`src/rtl/fetch_queue_pkg.sv`:
```
// Shared types and default sizes for the fetch-to-decode instruction queue.
package fetch_queue_pkg;

  // Size of the upstream uop buffer that feeds the fetch stage.
  localparam int UOP_BUF_SIZE = 16;

  // Default number of single-instruction entries in the fetch queue.
  localparam int QUEUE_DEPTH_DEFAULT = 8;

  // One fetched instruction as handed from fetch to decode.
  typedef struct packed {
    logic [31:0] pc;
    logic [31:0] insn;
  } fetched_instruction;

endpackage : fetch_queue_pkg

```
`src/rtl/fetch_queue.sv`:
```
// 2-wide in / 2-wide out circular instruction queue between fetch and decode.
// Stall is derived from the registered occupancy only, so it never depends
// combinationally on the downstream stall or the upstream valids.
module fetch_queue
  import fetch_queue_pkg::*;
#(
  parameter int QUEUE_DEPTH = QUEUE_DEPTH_DEFAULT
) (
  input  logic                           clk,
  input  logic                           reset,
  input  logic                           clear,
  input  logic                           prev_valid,
  input  logic                           prev_valid_2,
  input  fetched_instruction             instruction_1_in,
  input  fetched_instruction             instruction_2_in,
  output logic                           stalled,
  input  logic                           next_stalled,
  output logic                           valid,
  output logic                           valid_2,
  output fetched_instruction             instruction_1,
  output fetched_instruction             instruction_2,
  output logic [$clog2(QUEUE_DEPTH):0]   count
);

  localparam int PTR_W = $clog2(QUEUE_DEPTH);
  localparam int CNT_W = PTR_W + 1;

  logic [PTR_W-1:0]   head_q, head_d;
  logic [PTR_W-1:0]   tail_q, tail_d;
  logic [CNT_W-1:0]   count_q, count_d;
  logic [PTR_W-1:0]   head_plus1;
  logic [PTR_W-1:0]   tail_plus1;
  logic               enq;
  logic               enq_two;
  logic [CNT_W-1:0]   enq_n;
  logic [CNT_W-1:0]   deq_n;
  logic               flush;

  fetched_instruction mem_q [QUEUE_DEPTH];

  // Pointers are power-of-two wide, so natural overflow gives the modulo wrap.
  assign head_plus1 = head_q + PTR_W'(1);
  assign tail_plus1 = tail_q + PTR_W'(1);

  // Stall while fewer than two free slots remain, even if decode drains this
  // cycle; this keeps the upstream handshake free of combinational paths.
  assign stalled = (count_q > CNT_W'(QUEUE_DEPTH - 2));
  assign valid   = (count_q != '0);
  assign valid_2 = (count_q >= CNT_W'(2));
  assign count   = count_q;

  assign instruction_1 = mem_q[head_q];
  assign instruction_2 = mem_q[head_plus1];

  assign flush   = reset || clear;
  assign enq     = prev_valid && !stalled;
  assign enq_two = enq && prev_valid_2;
  assign enq_n   = enq ? (enq_two ? CNT_W'(2) : CNT_W'(1)) : '0;
  assign deq_n   = next_stalled ? '0 : (CNT_W'(valid) + CNT_W'(valid_2));

  // Next-state for pointers and occupancy; a flush discards any same-cycle traffic.
  always_comb begin
    head_d  = head_q;
    tail_d  = tail_q;
    count_d = count_q;
    if (flush) begin
      head_d  = '0;
      tail_d  = '0;
      count_d = '0;
    end else begin
      head_d  = head_q + PTR_W'(deq_n);
      tail_d  = tail_q + PTR_W'(enq_n);
      count_d = count_q + enq_n - deq_n;
    end
  end

  // Pointer and occupancy registers.
  always_ff @(posedge clk) begin
    head_q  <= head_d;
    tail_q  <= tail_d;
    count_q <= count_d;
  end

  // Storage writes; contents are deliberately not reset, only the pointers are.
  always_ff @(posedge clk) begin
    if (!flush && enq) begin
      mem_q[tail_q] <= instruction_1_in;
      if (enq_two) begin
        mem_q[tail_plus1] <= instruction_2_in;
      end
    end
  end

endmodule : fetch_queue

```
`config.mk`:
```
export PLATFORM = sky130hd
export DESIGN_NAME = fetch_queue
export DESIGN_NICKNAME = d
export VERILOG_FILES = /design/src/rtl/fetch_queue_pkg.sv /design/src/rtl/fetch_queue.sv
export SDC_FILE = /design/constraint.sdc
export NUM_CORES = 1
export LEC_CHECK = 0
export ABC_CLOCK_PERIOD_IN_PS = 6900
export CAP_MARGIN = 20
export CORE_UTILIZATION = 59
export DETAILED_ROUTE_END_ITERATION = 12
export PLACE_DENSITY = 0.89
export SYNTH_ARGS = -nofsm -noshare
export SYNTH_HDL_FRONTEND = slang
export SYNTH_SLANG_ARGS = --single-unit
```
`constraint.sdc`:
```
create_clock -name clk -period 6.9 [get_ports clk]
set_input_delay 1.035 -clock clk [delete_from_list [all_inputs] [get_ports clk]]
set_output_delay 1.035 -clock clk [all_outputs]
set_load 0.05 [all_outputs]
```
-- Yosys cells after proc, flatten, opt, wreduce, memory -nomap -nowiden
Memories as Yosys holds them, arrays and structs flattened. A register that Yosys moved wholly into a read port is not among the register bits.
Cells that the tools add are included.
- memory bits (read-only): 0
- memory bits (writable): 512
- bits of input ports: 134
- bits in latches: 0
- memories: 1
- logic and storage cells: 29
- output and inout port bits: 135
- bits in registers: 10
- memories (name ; depth ; bits a word ; read ports ; clocked after Yosys merged registers in ; wr ports ; line ; RTL):
    mem_q ; 8 ; 64 ; 2 ; 1 ; 2 ; fetch_queue.sv:39 ; fetched_instruction mem_q [QUEUE_DEPTH];
- divide/modulo/power cells: 0
- muxes and demuxes: 9
- bitwise logic cells: 0
- $lt $le $gt $ge: 2
- shift operators: 0
- reductions and logical operators: 7
- multipliers: 0
- equality and inequality tests: 0
- $add $sub $neg: 7
- operators with widths (cell ; count):
    adder 3 x 1 -> 3 bit, second input constant ; 2
    adder 3 x 2 -> 3 bit ; 2
    two-way mux 2 bit ; 3
    two-way mux 1 bit ; 5
    adder 4 x 2 -> 4 bit ; 1
    greater-or-equal comparator 4 x 2 -> 1 bit, second input constant ; 1
    > comparator 4 x 3 -> 1 bit, second input constant ; 1
    nonzero test 4 bit ; 1
    subtractor 4 x 2 -> 4 bit ; 1
    logical AND 1 bit ; 3
    two-way mux 3 bit ; 1
    adder 1 x 1 -> 2 bit ; 1
    zero test 1 bit ; 2
    logical OR 1 bit ; 1

-- Logic depth before layout (Yosys ltp)
Gate-level depths: netlist of run 1.
- word-level depth: 8
- gate-level depth with buffers: 13
- gate-level depth less buffers: 13

-- Worst setup path before layout of run 1
Ideal clock, no wire load.
- kind: input to register
- start: in clear
- end: mem mem_q[6][0] in the netlist's numbering, enable pin
- setup slack: 1.488 ns
- data arrival time: 4.905 ns
- setup time: 0.507 ns
- required time: 6.393 ns
- stages on the path: 4
- path through: nor2_1 nand3_1 or2_2 a21oi_1
- RTL lines (item ; line ; RTL):
    start: declaration ; fetch_queue.sv:11 ; input logic clear,
    end: declaration ; fetch_queue.sv:39 ;

==> metrics, run 1 <==
outcome=completed; Placement Cell Area=33600 µm²; Yosys top cell area share=0.508; GRT overflow=0; number of global-route vias before repair=19100; cell-internal power=7100 µW; Post-CTS Setup Bufs=0; RSZ-0062 raised after global routing=no; post-cts sizing count=0; Synth area leader=edfxtp_1; setup TNS=0 ns; nets=2031; detailed placement HPWL=45700 µm; Total GRT Usage=0.304; hold buffers post-CTS=0; vias per cell=6.91; clock tree from TritonCTS=yes; Slew headroom=0.264; Die ar.=52300 µm²; Worst VDD drop=388 µV; final hold vios=0; Synth Warn #=0; syn_nets=1786; fin util=0.699; syn_area_per_cell=18.5 µm²; Reg clk slew, reported paths=0.06 ns; P_leak=0.0111 µW; critical path class=flip-flop to output port; most common flop cell mapped by yosys=edfxtp_1; final slew viol count=0; first-pass GRT wire length=118000 µm; Critical Path AT=3.93 ns; NetSw=3860 µW; Post-Synthesis Cells=1637; period utilization=0.719; Setup Skew=0.0225 ns; Initial DRC Count=1791; ANT nets after route=0; mapped cell area=30300 µm²; element type at the critical path start=flip-flop; Async S/R FF share, synth=0; DR WL/cell=30.3 µm; H-tree levels=2; initial antenna violation count=18; CP Max Fanout=34; Root Driver=clkbuf_16; chip height=229 µm; DRC viols=0; Slew @ Worst Pin=1.10 ns; fin crit period=4.96 ns; Unique masters post-synth=40; WHS=0.717 ns; worst setup path startpoint=head_q[0]; Max-Cap Viols=0; total CTS buffers=54; Fill cells=3111; sequential power share=0.332; Ports=269; layout cells sized above 1=0.533; Longest Clk Path Bufs=3; register area share after synthesis=0.514; CTS sink cnt=522; Via Count=18000; Chip Width=229 µm; Detailed Routing Iterations Pass 1=6; Post-synth EDFFs=512; Routability Congestion=0.782; row cnt=82; RR Startpoint=tail_q[0]; Routed WL=78900 µm; Peak Freq=202 MHz; core area=50400 µm²; area grow syn2layout=16.2%; synth top area cells=edfxtp_1, mux2_2, mux4_2; CP required=5.86 ns; CP Capture Type=output port; hold path startpoint=tail_q[2]; Clk pwr share=0.248; Net Sw Frac=0.352; largest net degree at the start of global routing=131; Starting Density=0.601; final instance area=35200 µm²; combinational share of power=0.420; Synth Register Bits=522; Worst Hold Class=flip-flop to flip-flop; Pwr per Cell Area=311 nW/µm²; Worst-Skew Late Latency=0.60 ns; final setup vio count=0; Port Buf Inserts=268
-- per-layer routing --
| metal | up-vias | GRT usage | part of all wire |
|---|---|---|---|
| met3 | 192 | 0.0569 | 0.089 |
| li1 | 7391 | - | - |
| met1 | 9403 | 0.400 | 0.38 |
| met5 | - | 0 | 0.0012 |
| met2 | 990 | 0.504 | 0.50 |
| met4 | 14 | 0.119 | 0.033 |
-- worst max-delay path: stages, from the launching register on --
cell and delay, ns:
dfxtp_4 0.67, ha_4 0.59, buf_4 0.57, mux4_2 0.40, mux2_2 0.32, clkdlybuf4s50_1 0.72
-- synth_stat cells (8+ instances only) --
cell,instances
inv_1,10
dfxtp_1,10
buf_2,56
ha_1,11
mux2_1,10
buf_6,21
mux2_2,570
edfxtp_1,512
mux2_4,60
nand3_1,8
clkbuf_1,32
nor2_1,11
mux4_2,256
-- flip-flops by register name (all words and copies together) (netlist names) --
name,flops
mem_q,512
tail_q,3
count,4
head_q,3
-- layout make-up --
cell class,instances,area [µm²],share of cell area
Tap cell,672,841,0.0239
Timing Repair Buffer,312,3110,0.0883
Clock buffer,75,1450,0.0412
Clock inverter,18,135,0.00384
Sequential cell,522,15600,0.443
Multi-Input combinational cell,982,14000,0.398
Inverter,10,37.5,0.00107
Antenna cell,11,27.5,0.000782
-- power groups by stage --
stage | registers [µW] | logic (µW) | clock network, µW
final | 3630 | 4600 | 2720
after global routing | 3640 | 4780 | 2860
after CTS | 3630 | 4600 | 2740
after detailed placement | 3700 | 4560 | 0
after global placement | 3690 | 4500 | 0
after floorplan | 3670 | 3300 | 0
-- layout by cell type, fill, tap and decap left out, types with 8 or more instances in the layout --
cell type        instances
nor2_1                   8
buf_4                   37
edfxtp_1               512
clkinv_2                 8
mux2_1                  10
clkdlybuf4s50_1        268
mux4_2                 256
inv_1                   10
ha_1                    10
mux2_4                  60
clkbuf_1                20
clkbuf_16               55
mux2_2                 570
nand3_1                  8
diode_2                 11
-- metrics by stage --
step	setup WS [ns]	instances	power, µW
3_3_place_gp	2.25	2496	8190
3_5_place_dp	2.22	2497	8260
6_report	1.94	2602	11000
5_1_grt	1.85	2599	11300
4_1_cts	1.91	2590	11000
2_1_floorplan	1.49	1637	6970
-- worst paths after layout --
path                                    endpoint  slack (ns)  cells past startpoint
worst max-delay path            instruction_2[1]        1.94                      5
worst min-delay path                   tail_q[2]        0.72                      2
worst max register to register       mem_q[5][2]        2.91                      6
worst min register to register         tail_q[2]        0.72                      2
-- kinds of logic (layout without fill, tap and decap cells) --
group                    Yosys count  count (layout)  share of synthesized area
AND/OR/NAND/NOR                   52              52                    0.00995
other                              0              11                          0
XOR/XNOR                           7               7                    0.00227
adder cells (fa/ha/maj)           15              15                    0.00719
flip-flops                       522             522                      0.514
buffers and inverters            133             415                     0.0278
multiplexers                     896             896                      0.436
AO/OA/AOI/OAI                     12              12                    0.00293
(Power assumes the default switching activity.)
==> run 2: changes to the inputs <==
--- a/config.mk
+++ b/config.mk
@@ -5,11 +5,11 @@
 export SDC_FILE = /design/constraint.sdc
 export NUM_CORES = 1
 export LEC_CHECK = 0
-export ABC_CLOCK_PERIOD_IN_PS = 6900
+export ABC_CLOCK_PERIOD_IN_PS = 4150
 export CAP_MARGIN = 20
-export CORE_UTILIZATION = 59
+export CORE_UTILIZATION = 53
 export DETAILED_ROUTE_END_ITERATION = 12
-export PLACE_DENSITY = 0.89
+export PLACE_DENSITY = 0.85
 export SYNTH_ARGS = -nofsm -noshare
 export SYNTH_HDL_FRONTEND = slang
 export SYNTH_SLANG_ARGS = --single-unit
==> constraint.sdc (replaced) <==
create_clock -name clk -period 4.15 [get_ports clk]
set_input_delay 0.6225 -clock clk [delete_from_list [all_inputs] [get_ports clk]]
set_output_delay 0.6225 -clock clk [all_outputs]
set_load 0.05 [all_outputs]
==> metrics, run 2 (same netlist as run 1, synthesis figures left out) <==
Fill cells=3943; area grow syn2layout=17.5%; most frequent cells in the layout=mux2_2, edfxtp_1, mux4_2; hold path startpoint=tail_q[2]; Starting Density=0.537; final setup vio count=0; CTS sink cnt=522; Worst-Skew Late Latency=0.60 ns; WP buf/inv=2; CP delay by family, top=buffers and inverters; Reg2Reg Capture Point=mem_q[0][53]; number of global-route vias before repair=18300; fin crit period=3.95 ns; RSZ-0062 raised after global routing=no; Port Buf Inserts=268; core area=56400 µm²; critical path class=flip-flop to output port; WHS=0.701 ns; Placed Cells=2595; R2R cell count=8; Routed WL=79600 µm; commonest non-fill, non-tap cell in the layout=mux2_2; Total GRT Usage=0.274; Setup Skew=0.0127 ns; Detailed Routing Iterations Pass 1=5; Slowest Stage Delay on Critical Path=0.73 ns; Ports=269; reg2reg setup slack=1.07 ns; detailed placement HPWL=47200 µm; largest register by flop count=mem_q; chip height=241 µm; Final Power=18700 µW; layout cells sized above 1=0.571; clock tree from TritonCTS=yes; CP Capture Type=output port; Critical Path AT=3.33 ns; DRC viols=0; Reg clk slew, reported paths=0.06 ns; Worst VDD drop=486 µV; CP max-delay cell=clkdlybuf4s50_1; final hold vios=0; DR WL/cell=29.5 µm; vias per cell=6.58; initial antenna violation count=14; Max-Cap Viols=0; post-cts sizing count=0; outcome=completed; Die ar.=58100 µm²; Root Driver=clkbuf_16; Initial DRC Count=1815; H-tree levels=2; crit-path cells=buf_12 -> mux4_2 -> mux2_2 -> clkdlybuf4s50_1; setup TNS=0 ns; CP Max Fanout=32; first-pass GRT wire length=116000 µm; RR Startpoint=count[3]; Worst Hold End=tail_q[2]; hold buffers post-CTS=0; element type at the critical path start=flip-flop; Slew headroom=0.435; nets=2045; Peak Freq=253 MHz; Worst Hold Class=flip-flop to flip-flop; period utilization=0.951; row cnt=87; non-filler cells, final=2701; Slew @ Worst Pin=0.847 ns; Chip Width=241 µm; max reg flops=512; total CTS buffers=55; Via Count=17800; Pwr per Cell Area=526 nW/µm²; GRT overflow=0; P_leak=0.0114 µW; Routability Congestion=0.818; Longest Clk Path Bufs=3; Post-CTS Setup Bufs=0; CP required=3.53 ns; ANT nets after route=0; largest net degree at the start of global routing=86; worst hold stages=2; final slew viol count=0
run 2: cell count changes in the layout (fill, tap and decap cells not counted), sizes merged:
cell,before,now
clkinvlp,0,1
clkbuf,75,71
clkinv,15,18
clkdlybuf4s50,268,204
bufinv,2,9
buf,44,121
diode,11,6
run 2: worst max path at each step:
stage | endpoint | cells past startpoint | slack, ns | startpoint
6_report | instruction_1[61] | 4 | 0.20 | head_q[1]
5_1_grt | instruction_1[61] | 4 | 0.05 | head_q[1]
4_1_cts | instruction_1[61] | 4 | 0.15 | head_q[1]
3_5_place_dp | instruction_1[61] | 4 | 0.80 | head_q[1]
3_3_place_gp | instruction_1[61] | 4 | 0.81 | head_q[1]
2_1_floorplan | mem_q[7][0] | 6 | -1.04 | count[3]
run 2: layout make-up:
cell class / instances / area [µm²] / share of cell area
Antenna cell: 6 / 15.0 / 0.000422
Clock buffer: 71 / 1440 / 0.0404
Clock inverter: 29 / 365 / 0.0103
Inverter: 10 / 37.5 / 0.00105
Multi-Input combinational cell: 982 / 14000 / 0.394
Sequential cell: 522 / 15600 / 0.438
Tap cell: 756 / 946 / 0.0266
Timing Repair Buffer: 325 / 3190 / 0.0896
run 2: layer usage:
metal / GRT usage / part of all wire / wire, µm / up-vias
li1: - / - / - / 7418
met5: 0 / 0.0016 / 126 / -
met4: 0.0944 / 0.031 / 2430 / 20
met2: 0.444 / 0.49 / 39100 / 855
met1: 0.369 / 0.40 / 31600 / 9302
met3: 0.0558 / 0.081 / 6440 / 175
run 2: where the power goes:
group | switching, µW | internal (µW) | total [µW]
Clock | 2060 | 2990 | 5050
Combinational | 4350 | 3290 | 7640
Sequential | 111 | 5910 | 6020
Total | 6520 | 12200 | 18700
run 2: stage by stage:
stage / setup WS [ns] / cell area, µm² / util
2_1_floorplan: -1.04 / 30300 / -
3_3_place_gp: 0.811 / 33800 / 0.599
3_5_place_dp: 0.799 / 33800 / 0.599
4_1_cts: 0.147 / 35600 / 0.631
5_1_grt: 0.0505 / 35600 / 0.631
6_report: 0.202 / 35600 / 0.631
run 2: worst reg2reg max path, cell delays in order, from the launching register on:
cell      delay [ns]
dfxtp_1         0.35
inv_1           0.11
ha_1            0.21
and2_4          0.15
o211ai_4        0.24
buf_4           0.43
nand3b_1        0.20
buf_4           0.63
mux2_2          0.50
==> run 3: changes to the inputs <==
--- a/config.mk
+++ b/config.mk
@@ -9,6 +9,7 @@
 export CAP_MARGIN = 20
 export CORE_UTILIZATION = 53
 export DETAILED_ROUTE_END_ITERATION = 12
+export HOLD_SLACK_MARGIN = 0.03
 export PLACE_DENSITY = 0.85
 export SYNTH_ARGS = -nofsm -noshare
 export SYNTH_HDL_FRONTEND = slang
==> results of run 3 <==
The final DEF is identical to that of run 2; final timing and power are the same.
